File: config.mk
export PLATFORM = sky130hd
export DESIGN_NAME = hazard_ctrl
export DESIGN_NICKNAME = d
export VERILOG_FILES = /design/src/rtl/hazard_ctrl.sv
export SDC_FILE = /design/constraint.sdc
export NUM_CORES = 1
export LEC_CHECK = 0
export ABC_AREA = 0
export BUFFER_PORTS_ARGS = -buffer_cell sky130_fd_sc_hd__buf_2
export CAP_MARGIN = 20
export CELL_PAD_IN_SITES_DETAIL_PLACEMENT = 0
export CELL_PAD_IN_SITES_GLOBAL_PLACEMENT = 2
export CORE_MARGIN = 2
export CORE_UTILIZATION = 29
export CTS_CLUSTER_DIAMETER = 40
export DETAILED_ROUTE_END_ITERATION = 6
export PLACE_DENSITY_LB_ADDON = 0.25
export SLEW_MARGIN = 30
export SYNTH_ARGS = -nofsm -noshare
export SYNTH_HDL_FRONTEND = slang
export SYNTH_SLANG_ARGS = --single-unit
File: constraint.sdc
create_clock -name clk_i -period 2.4 [get_ports clk_i]
set_input_delay 0.48 -clock clk_i [delete_from_list [all_inputs] [get_ports clk_i]]
set_output_delay 0.48 -clock clk_i [all_outputs]
set_load 0.03 [all_outputs]
File: src/rtl/hazard_ctrl.sv
`default_nettype none
// ============================================================================
// Module   : hazard_ctrl
// Purpose  : Pipeline hazard/stall controller: load-use stall, branch flush,
//            data-miss freeze and saturating stall-cycle counter.
// Revision : 1.0 - initial release
// ============================================================================
module hazard_ctrl #(
    parameter int MISS_LATENCY = 10,
    parameter int CNT_W        = 32
) (
    input  logic             clk_i,
    input  logic             rst_i,
    input  logic [4:0]       id_rs_i,
    input  logic [4:0]       id_rt_i,
    input  logic             ex_memread_i,
    input  logic [4:0]       ex_rd_i,
    input  logic             id_branch_i,
    input  logic             id_eq_i,
    input  logic             mem_miss_i,
    output logic             pc_write_o,
    output logic             if_id_send_o,
    output logic             if_id_flush_o,
    output logic             id_ex_bubble_o,
    output logic             freeze_o,
    output logic             busy_o,
    output logic [CNT_W-1:0] stall_cnt_o
);

    localparam int MC_W = $clog2(MISS_LATENCY + 1);
    // The detecting IDLE cycle is the first frozen cycle, so MISS covers the rest.
    localparam logic [MC_W-1:0] c_miss_load =
        (MISS_LATENCY > 1) ? MC_W'(MISS_LATENCY - 2) : '0;

    typedef enum logic [0:0] {
        S_IDLE = 1'b0,
        S_MISS = 1'b1
    } state_t;

    state_t            r_state;
    state_t            w_next_state;
    logic [MC_W-1:0]   r_miss_cnt;
    logic [MC_W-1:0]   w_next_miss_cnt;
    logic [CNT_W-1:0]  r_stall_cnt;
    logic              w_lu;
    logic              w_tk;

    assign w_lu = ex_memread_i && (ex_rd_i != 5'd0) &&
                  ((ex_rd_i == id_rs_i) || (ex_rd_i == id_rt_i));
    assign w_tk = id_branch_i && id_eq_i;

    always_ff @(posedge clk_i) begin
        if (rst_i) begin
            r_state    <= S_IDLE;
            r_miss_cnt <= '0;
        end else begin
            r_state    <= w_next_state;
            r_miss_cnt <= w_next_miss_cnt;
        end
    end

    always_comb begin
        w_next_state    = r_state;
        w_next_miss_cnt = r_miss_cnt;
        pc_write_o      = 1'b1;
        if_id_send_o    = 1'b1;
        if_id_flush_o   = 1'b0;
        id_ex_bubble_o  = 1'b0;
        freeze_o        = 1'b0;
        busy_o          = 1'b0;

        if (!rst_i) begin
            case (r_state)
                S_IDLE: begin
                    if (mem_miss_i) begin
                        pc_write_o   = 1'b0;
                        if_id_send_o = 1'b0;
                        freeze_o     = 1'b1;
                        if (MISS_LATENCY > 1) begin
                            w_next_state    = S_MISS;
                            w_next_miss_cnt = c_miss_load;
                        end
                    end else if (w_lu) begin
                        pc_write_o     = 1'b0;
                        if_id_send_o   = 1'b0;
                        id_ex_bubble_o = 1'b1;
                    end else if (w_tk) begin
                        if_id_flush_o = 1'b1;
                    end
                end
                S_MISS: begin
                    // Hazards are deliberately ignored here; the held IF/ID
                    // instruction is re-evaluated once back in IDLE.
                    pc_write_o   = 1'b0;
                    if_id_send_o = 1'b0;
                    freeze_o     = 1'b1;
                    busy_o       = 1'b1;
                    if (r_miss_cnt == '0) begin
                        w_next_state = S_IDLE;
                    end else begin
                        w_next_miss_cnt = r_miss_cnt - 1'b1;
                    end
                end
                default: begin
                    w_next_state = S_IDLE;
                end
            endcase
        end
    end

    always_ff @(posedge clk_i) begin
        if (rst_i) begin
            r_stall_cnt <= '0;
        end else if (!pc_write_o && (r_stall_cnt != '1)) begin
            r_stall_cnt <= r_stall_cnt + 1'b1;
        end
    end

    assign stall_cnt_o = r_stall_cnt;

endmodule
`default_nettype wire
==> out/metrics.csv, run 1 <==
metric;value;unit
finalSetupTns;0;ps
drtIter0Drc;45;
critPathKind;in -> out;
cp_max_fo;4;
dpl.hpwl;3.90;mm
crit_buf_inv;2;
portBuffers;58;
die_h;87.8;µm
die_w;87.8;µm
ys.flop_type;dfxtp_1;
antenna_found_initial;0;
nNetsFinal;337;
synth-async-reset-ratio;0;
crit_path_start;ex_rd_i[1];
vias_per_cell;5.01;
clk_pin_slew_worst_paths;70;ps
grt_max_degree;22;
filler_cell_count;731;
clockRootBuffer;clkbuf_8;
post-route-period-util;0.978;
hp-start;r_miss_cnt[2];
worstHoldPathType;reg -> reg;
die_area;7710;µm²
synth_top_area_cell;dfxtp_1;
slowest_delay;550;ps
fmax;426;MHz
synth-edff-count;0;
layout.area.seq;741;µm²
yosys-top-cells-count;dfxtp_1, a21oi_1, o21ai_0;
place_congestion;0.755;
synth_top_area_share;0.364;
cp.required;1920;ps
cts_tree;built;
yosys_register_bits;37;
p_per_area;544;nW/µm²
holdBufCountCts;0;
grt_pass1_wl;8.61;mm
synth_cells;249;
max-slew-margin-rel;0.645;
peakVddDrop;0.289;mV
synthesis.nets;272;
end_kind;output port;
finalSetupViolCount;0;
ys_types;47;
yosysSeqAreaShare;0.364;
start_kind;input pin;
status;completed;
crit_path_cell_trace;buf_2 > or4_1 > o21ai_2 > or2_4 > and4_1 > buf_4;
r2r-start;stall_cnt_o[0];
worstMarginPinSlew;531;ps
clk_latency;300;ps
route.detailed.drc;0;
cts_max_level;2;
clock_path_buffers;2;
synthMostInstantiatedCell;dfxtp_1;
final_cell_area;2600;µm²
drv_slew;0;
cap_violations;0;
n_antenna_cell;0;
min_period;2350;ps
grt_use_total;0.142;
slowest_stage;or4_1;
syn2layout_area_growth;27.5;%
wirelength;5.41;mm
total_power;1410;µW
syn_avg_cell_area;8.18;µm²
grt_pass1_vias;1804;
p_leak;0.00100;µW
hold_viol_final;0;
synthTopCellsByArea;dfxtp_1, a21oi_1, or3_1;
multi_input_area;1210;µm²
fin_skew;9.21;ps
cp.arrival;1870;ps
dr.pass1.iters;4;
core;6790;µm²
rows;30;
place_area;2470;µm²
drtAntennaViolNets;0;
cts_buffers;5;
synth_warnings;0;
path_delay_family;simple AND/OR/NAND/NOR gates;
wire_per_inst;13.2;µm
rsz0062_at_grt;no;
synth_area;2040;µm²
overflow;0;
drive_gt1_frac;0.276;
top_level_ports;59;
start_util;0.300;
vias;2060;
cts_sinks;37;
==> registers in the layout (all words and copies together) (netlist names) <==
name	count
stall_cnt_o	32
r_miss_cnt	4
r_state	1
==> cells in the final DEF (no fill, tap or decap), types with 2 or more instances in the layout <==
| cell type | instances |
|---|---|
| a21oi_1 | 32 |
| and3_1 | 3 |
| and4_1 | 3 |
| and4_4 | 3 |
| buf_2 | 55 |
| buf_4 | 10 |
| clkbuf_4 | 2 |
| clkbuf_8 | 5 |
| dfxtp_1 | 37 |
| ha_1 | 2 |
| inv_1 | 7 |
| nand2_1 | 14 |
| nand2b_1 | 3 |
| nand3_1 | 17 |
| nand4_1 | 7 |
| nor2_1 | 11 |
| nor2b_1 | 3 |
| nor3_1 | 2 |
| o21ai_0 | 25 |
| o31ai_1 | 4 |
| or3_1 | 24 |
| or4_1 | 5 |
| xnor2_1 | 11 |
| xor2_1 | 2 |
==> final cells by class <==
class	count	share of cell area
inverter	7	0.0101
clock inverter	2	0.0149
tap	96	0.0463
timing repair buffer	68	0.148
sequential	37	0.285
clock buffer	6	0.0280
multi-input combinational	195	0.467
==> through the flow <==
step	setup slack [ps]	std cells	hold slack [ps]	utilization
4_1_cts	45.9	410	501	0.380
2_1_floorplan	39.3	249	456	-
6_report	54.0	411	501	0.382
5_1_grt	5.59	411	528	0.382
3_3_place_gp	40.1	402	488	0.363
3_5_place_dp	47.4	402	491	0.363
==> kinds of logic (layout without fill, tap and decap cells) <==
group	count (synthesis)	count (layout)	synth area share
xor+xnor	13	13	0.0559
simple gates	108	108	0.327
buf+inv	17	83	0.0424
compound gates	71	71	0.194
fa+ha+maj	2	2	0.0123
flops	37	37	0.364
mux	1	1	0.00491
==> repair_timing <==
action,CTS,global route
endpoints found under the setup margin,0,3
setup buffers,0,1
resized for setup,0,6
==> power breakdown <==
group	switching [µW]	internal (µW)	total (µW)
Combinational	121	81.8	203
Clock	251	312	564
Sequential	16.6	628	645
Total	389	1020	1410
==> worst min-delay path, cell delays in order, from the launching register on <==
cell     delay [ps]
dfxtp_1         330
o21ai_0          70
a21oi_1          60
==> path summary, 6_finish.rpt <==
| path | to | slack, ps | cells past startpoint |
|---|---|---|---|
| max | if_id_flush_o | 50 | 6 |
| min | r_miss_cnt[2] | 500 | 2 |
| max reg2reg | stall_cnt_o[9] | 190 | 8 |
| min reg2reg | r_miss_cnt[2] | 500 | 2 |
==> metal layers <==
layer / share of wire / global-route usage / up-vias
met2: 0.44 / 0.227 / 50
met3: 0.061 / 0.0462 / 6
met1: 0.48 / 0.182 / 950
met4: 0.012 / 0.0434 / 0
met5: 0 / 0 / -
li1: - / - / 1054
(Power assumes the default switching activity.)
==> run 2: changes to the inputs <==
Settings changed: ABC_AREA 0 to 1, CORE_UTILIZATION 29 to 28.
==> out/metrics.csv, run 2 <==
metric;value;unit;change
p_leak;0.00135;µW;was 0.00100 µW
hold_depth;4;;was 2
drv_slew;0;;unchanged
cap_violations;0;;unchanged
max-slew-margin-rel;0.727;;was 0.645
clockRootBuffer;clkbuf_8;;unchanged
place_congestion;0.902;;was 0.755
rsz0062_at_grt;no;;unchanged
grt_use_total;0.169;;was 0.142
drtAntennaViolNets;0;;unchanged
synth_top_area_cell;dfxtp_1;;unchanged
cts_tree;built;;unchanged
grt_pass1_vias;2663;;was 1804
critPathKind;reg -> reg;;was in -> out
hp-start;mem_miss_i;;was r_miss_cnt[2]
die_h;100;µm;was 87.8 µm
route.detailed.drc;0;;unchanged
cts_sinks;37;;unchanged
post-route-period-util;0.867;;was 0.978
post_cts_buffers;0;;unchanged
cts_max_level;2;;unchanged
cp.required;2620;ps;was 1920 ps
r2r_end;stall_cnt_o[23];;was stall_cnt_o[9]
start_kind;register;;was input pin
dr.pass1.iters;4;;unchanged
final_cell_mix;nand2_1, buf_2, nor2_1;;was buf_2, dfxtp_1, a21oi_1
top_level_ports;59;;unchanged
cp.arrival;2300;ps;was 1870 ps
fmax;481;MHz;was 426 MHz
wire_per_inst;13.2;µm;about the same
start_util;0.284;;was 0.300
synth_cells;429;;was 249
r2r-start;stall_cnt_o[1];;was stall_cnt_o[0]
portBuffers;58;;unchanged
synth-edff-count;0;;unchanged
synth_area;2590;µm²;was 2040 µm²
grt_max_degree;34;;was 22
vias_per_cell;4.57;;was 5.01
fin_skew;6.05;ps;was 9.21 ps
wirelength;7.92;mm;was 5.41 mm
cp_max_fo;30;;was 4
synth_warnings;0;;unchanged
hold_viol_final;0;;unchanged
clock_path_buffers;2;;unchanged
dpl.hpwl;6.30;mm;was 3.90 mm
synthMostInstantiatedCell;nand2_1;;was dfxtp_1
nNetsFinal;510;;was 337
synth-async-reset-ratio;0;;unchanged
clk_pin_slew_worst_paths;80;ps;was 70 ps
rrSetupSlack;320;ps;was 190 ps
end_kind;register;;was output port
syn_avg_cell_area;6.04;µm²;was 8.18 µm²
drtIter0Drc;115;;was 45
holdBufCountCts;0;;unchanged
drive_gt1_frac;0.170;;was 0.276
status;completed;;unchanged
synthesis.nets;452;;was 272
vias;2737;;was 2060
reg2reg_depth;9;;was 8
clk_latency;290;ps;was 300 ps
peakVddDrop;0.182;mV;was 0.289 mV
worstMarginPinSlew;408;ps;was 531 ps
finalSetupViolCount;0;;unchanged
min_to;r_miss_cnt[2];;unchanged
yosysSeqAreaShare;0.286;;was 0.364
finalSetupTns;0;ps;unchanged
yosys_register_bits;37;;unchanged
largest_reg_flops;32;;unchanged
ys.flop_type;dfxtp_1;;unchanged
hold_ws;472;ps;was 501 ps
overflow;0;;unchanged
cts_buffers;5;;unchanged
yosys-top-cells-count;nand2_1, nor2_1, nand3_1;;was dfxtp_1, a21oi_1, o21ai_0
n_antenna_cell;0;;unchanged
die_w;100;µm;was 87.8 µm
post_cts_resized;0;;unchanged
grt_pass1_wl;13.5;mm;was 8.61 mm
die_area;10000;µm²;was 7710 µm²
final_common_cell;nand2_1;;was buf_2
antenna_found_initial;0;;unchanged
synth_top_area_share;0.286;;was 0.364
rows;35;;was 30
core;9110;µm²;was 6790 µm²
ys_types;26;;was 47
min_period;2080;ps;was 2350 ps
p_per_area;485;nW/µm²;was 544 nW/µm²
worstHoldPathType;in -> reg;;was reg -> reg
syn2layout_area_growth;20.5;%;was 27.5%
synthTopCellsByArea;dfxtp_1, nand2_1, nand3_1;;was dfxtp_1, a21oi_1, or3_1
## run 2: cell families after synthesis
group           after synthesis  synth area share
compound gates               37            0.0725
simple gates                277             0.468
fa+ha+maj                     2           0.00966
flops                        37             0.286
xor+xnor                     21            0.0710
buf+inv                      55            0.0928
## run 2: worst max-delay path, cell delays in order, from the launching register on
cell and delay [ps]:
dfxtp_1 430, ha_1 270, nand3_2 180, nor2_4 180
nand4_2 140, nor2_4 160, nand3_4 100, nand2_4 300
nand2_1 80, a21oi_1 150
## run 2: worst max path at each step
stage	start	to	slack, ps	cells past startpoint
finish	stall_cnt_o[1]	stall_cnt_o[23]	320	9
global route	stall_cnt_o[1]	stall_cnt_o[29]	70	9
CTS	stall_cnt_o[1]	stall_cnt_o[23]	280	9
global placement	ex_rd_i[0]	stall_cnt_o[23]	180	13
detailed placement	ex_rd_i[0]	stall_cnt_o[5]	160	13
floorplan	rst_i	pc_write_o	150	7
## run 2: metal layers
layer  share of wire  global-route usage  wire [µm]  vias to the layer above
met5               0                   0          0                        -
met4           0.011              0.0390         87                        0
met3           0.035              0.0286        276                        9
met2            0.44               0.275       3510                       54
met1            0.51               0.234       4050                     1191
li1                -                   -          -                     1483
## run 2: area by class of cell
class                   count  area [µm²]
fillers                  1035        5990
flip-flops and latches     37         741
inverters                  41         154
multi-input cells         337        1610
well taps                 111         139
clock inverters             3        65.1
clock buffers               5        68.8
repair buffers             65         343
## run 2: power breakdown
group	internal, µW	switching [µW]	total [µW]	leakage (µW)
clock network	413	246	660	0.0000681
registers	631	13.5	644	0.000299
logic	68.9	143	211	0.000981
total	1110	403	1520	0.00135
## run 2: metrics by stage
| stage | instance area (µm²) | setup slack (ps) | total power, µW | std cells | util |
|---|---|---|---|---|---|
| 6_report | 3120 | 319 | 1520 | 599 | 0.343 |
| 5_1_grt | 3120 | 70.3 | 1590 | 599 | 0.343 |
| 4_1_cts | 3120 | 277 | 1540 | 599 | 0.343 |
| 3_5_place_dp | 2990 | 159 | 873 | 591 | 0.328 |
| 3_3_place_gp | 2990 | 176 | 872 | 591 | 0.328 |
| 2_1_floorplan | 2590 | 152 | 810 | 429 | - |
==> run 3: changes to the inputs <==
==> constraint.sdc (replaced) <==
create_clock -name clk_i -period 2.4 [get_ports clk_i]
set_input_delay 0.36 -clock clk_i [delete_from_list [all_inputs] [get_ports clk_i]]
set_output_delay 0.36 -clock clk_i [all_outputs]
set_load 0.03 [all_outputs]
==> out/metrics.csv, run 3 (synthesized netlist as in run 2, its figures left out) <==
metric;value;unit;change
status;completed;;unchanged
final_cell_area;3070;µm²;was 3120 µm²
die_h;100;µm;unchanged
antenna_found_initial;0;;unchanged
end_kind;register;;unchanged
cts_tree;built;;unchanged
post_cts_resized;0;;unchanged
drive_gt1_frac;0.164;;was 0.170
p_clk_frac;0.346;;was 0.435
slowest_delay;390;ps;was 430 ps
dr.pass1.iters;4;;unchanged
core;9110;µm²;unchanged
clock_path_buffers;2;;unchanged
rrSetupSlack;280;ps;was 320 ps
hold_depth;4;;unchanged
p_comb_frac;0.163;;was 0.140
peakVddDrop;0.198;mV;was 0.182 mV
drtAntennaViolNets;0;;unchanged
top_level_ports;59;;unchanged
clockRootBuffer;clkbuf_8;;unchanged
total_power;1310;µW;was 1520 µW
worstMarginPinSlew;435;ps;was 408 ps
p_leak;0.00133;µW;was 0.00135 µW
fmax;472;MHz;was 481 MHz
portBuffers;58;;unchanged
nNetsFinal;510;;unchanged
drtIter0Drc;152;;was 115
min_to;r_miss_cnt[2];;unchanged
final_common_cell;nand2_1;;unchanged
grt_max_degree;31;;was 34
wire_per_inst;13.8;µm;was 13.2 µm
top_usage_layer;met2;;unchanged
final-instance-count-excl-fill;598;;was 599
fin_skew;7.38;ps;was 6.05 ps
cap_violations;0;;unchanged
post_cts_buffers;0;;unchanged
finalSetupTns;0;ps;unchanged
p_int;928;µW;was 1110 µW
cts_sinks;37;;unchanged
grt.met2_usage;0.284;;was 0.275
hold_viol_final;0;;unchanged
hp-start;mem_miss_i;;unchanged
final_cell_mix;nand2_1, buf_2, nor2_1;;unchanged
min_period;2120;ps;was 2080 ps
wirelength;8.22;mm;was 7.92 mm
reg2reg_depth;9;;unchanged
clk_pin_slew_worst_paths;80;ps;about the same
vias_per_cell;4.61;;was 4.57
max-slew-margin-rel;0.709;;was 0.727
switchingPower;383;µW;was 403 µW
overflow;0;;unchanged
dp_cells;591;;unchanged
cts_max_level;2;;unchanged
finalSetupViolCount;0;;unchanged
grt_use_total;0.172;;was 0.169
cp_max_fo;30;;unchanged
start_kind;register;;unchanged
grt_pass1_vias;2674;;was 2663
power_frac_seq;0.491;;was 0.425
cts_buffers;5;;unchanged
use_met3;0.0237;;was 0.0286
die_area;10000;µm²;unchanged
holdBufCountCts;0;;unchanged
start_util;0.284;;unchanged
critPathMostFrequentCell;nor2_4;;unchanged
r2r_end;stall_cnt_o[16];;was stall_cnt_o[23]
slowest_stage;dfxtp_1;;unchanged
grt_pass1_wl;13.6;mm;was 13.5 mm
place_area;2990;µm²;about the same
met1_usage;0.237;;was 0.234
rsz0062_at_grt;no;;unchanged
die_w;100;µm;unchanged
p_per_area;427;nW/µm²;was 485 nW/µm²
clk_latency;290;ps;about the same
post-route-period-util;0.883;;was 0.867
fin_util;0.337;;was 0.343
route.detailed.drc;0;;unchanged
worstHoldPathType;in -> reg;;unchanged
drv_slew;0;;unchanged
rows;35;;unchanged
switching_share;0.292;;was 0.266
dpl.hpwl;6.55;mm;was 6.30 mm
vias;2757;;was 2737
crit_path_cell_trace;ha_1 > nand3_2 > nor2_4 > nand4_2 > nor2_4 > nand3_4 > nand2_4 > nand2_1 > a21oi_1;;unchanged
r2r-start;stall_cnt_o[1];;unchanged
cp.arrival;2340;ps;was 2300 ps
n_antenna_cell;0;;unchanged
critPathKind;reg -> reg;;unchanged
cp.required;2620;ps;about the same
largest_reg_flops;32;;unchanged
place_congestion;0.839;;was 0.902
syn2layout_area_growth;18.6;%;was 20.5%
-- run 3: cell types whose count changed in the layout (fill, tap and decap cells not counted) --
cell,delta
clkbuf_8,+1
clkbuf_1,+1
clkinv_2,-1
bufinv_16,-2
nor2_2,-1
nor2_1,+1
-- run 3: layer usage --
layer | wire length, µm | vias to the layer above | share of wire
met5 | 0 | - | 0
met4 | 115 | 0 | 0.014
met3 | 246 | 10 | 0.030
met2 | 3730 | 57 | 0.45
met1 | 4130 | 1212 | 0.50
li1 | - | 1478 | -
-- run 3: power by group through the flow --
stage	logic, µW	registers, µW	clock network, µW
3_3_place_gp	217	657	0
5_1_grt	241	646	496
2_1_floorplan	143	667	0
4_1_cts	217	644	479
3_5_place_dp	217	658	0
6_report	214	643	453
-- run 3: cell type report --
class,count,area [µm²]
clock buffer,7,86.3
inverter,41,154
tap,111,139
fill,1031,6040
timing repair buffer,65,343
sequential,37,741
multi-input combinational,337,1610
-- run 3: worst max-delay path, delay by kind of cell (launching register included) --
kind / cells / cell delay [ps]
adder cells (fa/ha/maj): 1 / 240
AO/OA/AOI/OAI: 1 / 140
flip-flops: 1 / 390
AND/OR/NAND/NOR: 7 / 1260
-- run 3: worst max path at each step --
stage | depth (start not counted) | slack [ps] | to | startpoint
floorplan | 7 | 230 | pc_write_o | rst_i
detailed placement | 9 | 280 | stall_cnt_o[16] | stall_cnt_o[1]
global placement | 8 | 360 | stall_cnt_o[26] | stall_cnt_o[17]
finish | 9 | 280 | stall_cnt_o[16] | stall_cnt_o[1]
global route | 9 | 60 | stall_cnt_o[26] | stall_cnt_o[1]
CTS | 9 | 250 | stall_cnt_o[16] | stall_cnt_o[1]
-- run 3: metrics by stage --
step / setup WS (ps) / hold WS, ps
floorplan: 227 / 431
global placement: 364 / 450
detailed placement: 277 / 455
CTS: 255 / 359
global route: 62.6 / 375
finish: 281 / 366
